===== src/rtl/idu_exu_pipe.sv =====
// idu_exu_pipe: decode->execute pipeline register with valid/ready handshake
// and a 2-entry (main + skid) buffer. in_ready is a pure function of state
// flops, so there is no combinational out_ready->in_ready path.
// Optional feature: define EXU_PIPE_PERF_CNT_EN to add the stall_cnt port.
module idu_exu_pipe #(
  parameter int unsigned BITS = 32
) (
  input  logic            clk,
  input  logic            rst_n,
  input  logic            flush,
  input  logic            in_valid,
  output logic            in_ready,
  input  logic [3:0]      in_alu_ctr,
  input  logic [BITS-1:0] in_alu_a,
  input  logic [BITS-1:0] in_alu_b,
  input  logic [4:0]      in_rd,
  input  logic            in_wen,
  input  logic [BITS-1:0] in_pc,
  output logic            out_valid,
  input  logic            out_ready,
  output logic [3:0]      out_alu_ctr,
  output logic [BITS-1:0] out_alu_a,
  output logic [BITS-1:0] out_alu_b,
  output logic [4:0]      out_rd,
  output logic            out_wen,
`ifdef EXU_PIPE_PERF_CNT_EN
  output logic [BITS-1:0] out_pc,
  output logic [31:0]     stall_cnt
`else
  output logic [BITS-1:0] out_pc
`endif
);

  typedef struct packed {
    logic [3:0]      alu_ctr;
    logic [BITS-1:0] alu_a;
    logic [BITS-1:0] alu_b;
    logic [4:0]      rd;
    logic            wen;
    logic [BITS-1:0] pc;
  } entry_t;

  // Encoding is {skid_valid, main_valid}
  typedef enum logic [1:0] {
    EMPTY = 2'b00,
    FULL1 = 2'b01,
    FULL2 = 2'b11
  } state_e;

  state_e state_q, state_d;
  entry_t main_q, skid_q, in_entry;
  logic   accept, drain;
  logic   load_main, main_from_skid, load_skid;

  assign in_entry = '{alu_ctr: in_alu_ctr, alu_a: in_alu_a, alu_b: in_alu_b,
                      rd: in_rd, wen: in_wen, pc: in_pc};

  assign out_valid = state_q[0];
  assign in_ready  = ~state_q[1];
  assign accept    = in_valid & in_ready;
  assign drain     = out_valid & out_ready;

  assign out_alu_ctr = main_q.alu_ctr;
  assign out_alu_a   = main_q.alu_a;
  assign out_alu_b   = main_q.alu_b;
  assign out_rd      = main_q.rd;
  assign out_wen     = main_q.wen;
  assign out_pc      = main_q.pc;

  // Next-state and data-load enables; flush overrides every transition
  always_comb begin
    state_d        = state_q;
    load_main      = 1'b0;
    main_from_skid = 1'b0;
    load_skid      = 1'b0;
    if (flush) begin
      state_d = EMPTY;
    end else begin
      unique case (state_q)
        EMPTY: begin
          if (accept) begin
            state_d   = FULL1;
            load_main = 1'b1;
          end
        end
        FULL1: begin
          if (accept && drain) begin
            load_main = 1'b1;
          end else if (accept) begin
            state_d   = FULL2;
            load_skid = 1'b1;
          end else if (drain) begin
            state_d = EMPTY;
          end
        end
        FULL2: begin
          if (drain) begin
            state_d        = FULL1;
            load_main      = 1'b1;
            main_from_skid = 1'b1;
          end
        end
        default: state_d = EMPTY;
      endcase
    end
  end

  // Occupancy state register
  always_ff @(posedge clk or negedge rst_n) begin
    if (!rst_n) begin
      state_q <= EMPTY;
    end else begin
      state_q <= state_d;
    end
  end

  // Head entry: loads only on accept into main or skid->main shift
  always_ff @(posedge clk or negedge rst_n) begin
    if (!rst_n) begin
      main_q <= '0;
    end else if (load_main) begin
      main_q <= main_from_skid ? skid_q : in_entry;
    end
  end

  // Skid entry: catches the word accepted while main is stalled
  always_ff @(posedge clk or negedge rst_n) begin
    if (!rst_n) begin
      skid_q <= '0;
    end else if (load_skid) begin
      skid_q <= in_entry;
    end
  end

`ifdef EXU_PIPE_PERF_CNT_EN
  logic [31:0] stall_cnt_q;

  // Stall counter: cycles where execute holds off a valid head; wraps, ignores flush
  always_ff @(posedge clk or negedge rst_n) begin
    if (!rst_n) begin
      stall_cnt_q <= '0;
    end else if (out_valid && !out_ready) begin
      stall_cnt_q <= stall_cnt_q + 32'd1;
    end
  end

  assign stall_cnt = stall_cnt_q;
`endif

endmodule


===== config.mk =====
export PLATFORM = sky130hd
export DESIGN_NAME = idu_exu_pipe
export DESIGN_NICKNAME = d
export VERILOG_FILES = /design/src/rtl/idu_exu_pipe.sv
export SDC_FILE = /design/constraint.sdc
export NUM_CORES = 1
export LEC_CHECK = 0
export BUFFER_PORTS_ARGS = -buffer_cell sky130_fd_sc_hd__buf_2
export CORE_UTILIZATION = 58
export CTS_CLUSTER_SIZE = 24
export DETAILED_ROUTE_END_ITERATION = 12
export GPL_ROUTABILITY_DRIVEN = 0
export HOLD_SLACK_MARGIN = 0.05
export PLACE_DENSITY = 0.94
export SKIP_CTS_REPAIR_TIMING = 1
export SYNTH_ARGS = -nofsm -noshare
export SYNTH_HDL_FRONTEND = slang
export SYNTH_SLANG_ARGS = --single-unit

===== constraint.sdc =====
create_clock -name clk -period 5.3 [get_ports clk]
set_input_delay 0.265 -clock clk [delete_from_list [all_inputs] [get_ports clk]]
set_output_delay 0.265 -clock clk [all_outputs]
set_load 0.02 [all_outputs]

==> out/qor.csv <==
stage;metric;value;unit
layout;nFillCells;835;
sta;worst_slew_pin_slew;0.984;ns
clock_tree;cts_buffers;23;
synth;synth_cell_type_count;25;
worst_hold_path;min_path_type;input port to register;
critical_path;crit_chain;inv_1 -> ha_1 -> nand3b_1 -> or3b_4 -> buf_4 -> mux2_2;
flow_run;cap_violations;0;
critical_path;start_kind;register;
clock_tree;clockBufferDepth;3;
layout;diodes;0;
sta;finalCritPeriodShare;0.571;
layout;final_cell_mix;268 x mux2_2, 217 x buf_2, 214 x dfrtp_1, 108 x dlygate4sd3_1, 40 x mux2_4;
place;io_buffers;218;
grt;antenna_found_initial;0;
floorplan;initial_core_util;0.596;
clock_tree;clk_pin_slew_worst_paths;0.06;ns
power_and_ir_drop;ir_worst_vdd;422;uV
routing;drt_iter0_markers;238;
synth;syn_inst;592;
sta;timing.final.crit_period;3.03;ns
power_and_ir_drop;powerDensity;544;nW/um2
grt;grt_pass1_wl;29.4;mm
sta;maxSlewViolCount;0;
floorplan;std_cell_rows;46;
run_status;outcome;finished clean;
sta;rsz0062_at_grt;false;
synth;syn_avg_cell_area;16.0;um2
layout;final_cells;1142;
layout;finalNetCount;1028;
layout;synthToLayoutAreaGrowth;32.4;%
critical_path;crit_type;register to register;
floorplan;core_area;15900;um2
synth;ys_seq_elements;214;
sta;tns;0;ns
critical_path;slowest_stage;or3b_4;
clock_tree;clock_latency;0.49;ns
sta;max-slew-margin-rel;0.342;
layout;final_common_cell;mux2_2;
place;dp.cells;996;
clock_tree;cts.sink_count;214;
critical_path;cp_max_fo;57;
routing;wl;22.5;mm
sta;setup_violations;0;
synth;synth_fp_nets;707;
clock_tree;cts.htree.levels;1;
clock_tree;root_buffer;clkbuf_16;
synth;seq_area_frac_synth;0.566;
critical_path;end_kind;register;
floorplan;die_w;130;um
sta;skew;0.00621;ns
grt;grt_pass1_vias;5960;
grt;grt_util_all_layers;0.222;
synth;syn_area;9470;um2
synth;yosysWarnings;0;
grt;overflow;0;
routing;routed_via_density;5.40;
routing;dr.pass1.iters;4;
power_and_ir_drop;power_leakage;5.96;nW
place;hpwlAfterDp;12.1;mm
grt;grt_start_max_net_pins;111;
routing;drcViolationCount;0;
routing;num_vias;6170;
routing;ant_nets;0;
floorplan;io_pins;219;
sta;finalHoldViolCount;0;
critical_path;cp_data_required_time;5.67;ns
critical_path;slowest_delay;0.75;ns
floorplan;die_h;130;um
floorplan;die_area;16800;um2
layout;drive_above_1_share;0.611;
critical_path;arrival;3.39;ns
routing;wire_per_inst;19.7;um
sta;max_freq;331;MHz
clock_tree;tritoncts;done;
[area by class of cell]
cell class	instances	area, um2	share of cell area
clock buffers	36	684	0.0546
repair buffers	331	2260	0.180
multi-input cells	340	3920	0.313
well taps	216	270	0.0216
flip-flops and latches	214	5360	0.427
clock inverters	2	35.0	0.00280
inverters	3	11.3	0.000899
[cell usage after synthesis, drive strengths merged]
| master | instances | area (um2) |
|---|---|---|
| mux2 | 319 | 3740 |
| dfrtp | 214 | 5360 |
| buf | 29 | 175 |
| clkbuf | 6 | 22.5 |
| ha | 4 | 50.1 |
| inv | 3 | 11.3 |
| nand2 | 3 | 13.8 |
| nor2 | 2 | 7.51 |
| a21oi | 1 | 5.00 |
| a2bb2o | 1 | 10.0 |
| mux2i | 1 | 10.0 |
| nand2b | 1 | 6.26 |
| nand3b | 1 | 7.51 |
| nand4 | 1 | 6.26 |
| nor2b | 1 | 6.26 |
| o21a | 1 | 7.51 |
| o21ai | 1 | 8.76 |
| o31ai | 1 | 7.51 |
| or3 | 1 | 6.26 |
| or3b | 1 | 8.76 |
[critical path: cells and delay by family (launching register included)]
| kind | cells | cell delay [ns] |
|---|---|---|
| adders and majority gates | 1 | 0.22 |
| buffers and inverters | 2 | 0.79 |
| and+or+nand+nor | 2 | 0.94 |
| DFF | 1 | 0.42 |
| muxes | 1 | 0.41 |
[state kept, by name (all words and copies together) (netlist names)]
signal,count
skid_q,106
out_alu_ctr,4
state_q,2
out_alu_b,32
out_alu_a,32
out_rd,5
out_wen,1
out_pc,32
[where the power goes]
part | switching (mW) | total (mW) | internal [mW]
clock | 0.612 | 1.54 | 0.926
combinational | 1.22 | 2.35 | 1.14
sequential | 0.469 | 2.93 | 2.46
[cells by family (layout without fill, tap and decap cells)]
family / Yosys count / count (layout) / synth area share
AOI/OAI and AO/OA: 5 / 5 / 0.00410
adders and majority gates: 4 / 4 / 0.00529
buffers and inverters: 38 / 372 / 0.0221
DFF: 214 / 214 / 0.566
muxes: 320 / 320 / 0.396
and+or+nand+nor: 11 / 11 / 0.00661
[layer usage]
layer,vias up,track usage,wire length [um]
li1,2768,-,-
met1,3132,0.281,9270
met2,221,0.377,11300
met3,49,0.0570,1290
met4,0,0.0643,591
met5,-,0,0
[path summary, 6_finish.rpt]
check | from | endpoint | slack [ns] | cells after the start
worst min-delay path | in_valid | state_q[1]$_DFFE_PN0P_ | 0.30 | 4
worst min register to register | skid_q[88]$_DFFE_PN0P_ | skid_q[88]$_DFFE_PN0P_ | 0.49 | 1
max in group asynchronous | rst_n | skid_q[21]$_DFFE_PN0P_ | 3.84 | 3
worst max-delay path | state_q[1]$_DFFE_PN0P_ | skid_q[13]$_DFFE_PN0P_ | 2.27 | 6
min in group asynchronous | rst_n | out_alu_a[8]$_DFFE_PN0P_ | 0.43 | 2
worst max register to register | state_q[1]$_DFFE_PN0P_ | skid_q[13]$_DFFE_PN0P_ | 2.27 | 6
[per-stage QoR]
step | setup WS, ns | hold slack, ns | area (um2) | power, mW | utilization
2_1_floorplan | 3.07 | -0.0306 | 9470 | 4.34 | -
3_3_place_gp | 2.47 | 0.410 | 10700 | 4.99 | 0.675
3_5_place_dp | 2.39 | 0.415 | 10700 | 5.14 | 0.675
4_1_cts | 2.38 | -0.103 | 11400 | 6.70 | 0.721
5_1_grt | 2.13 | 0.281 | 12500 | 7.16 | 0.789
6_report | 2.27 | 0.299 | 12500 | 6.82 | 0.789
No activity file was read; power rests on OpenSTA's default activity.
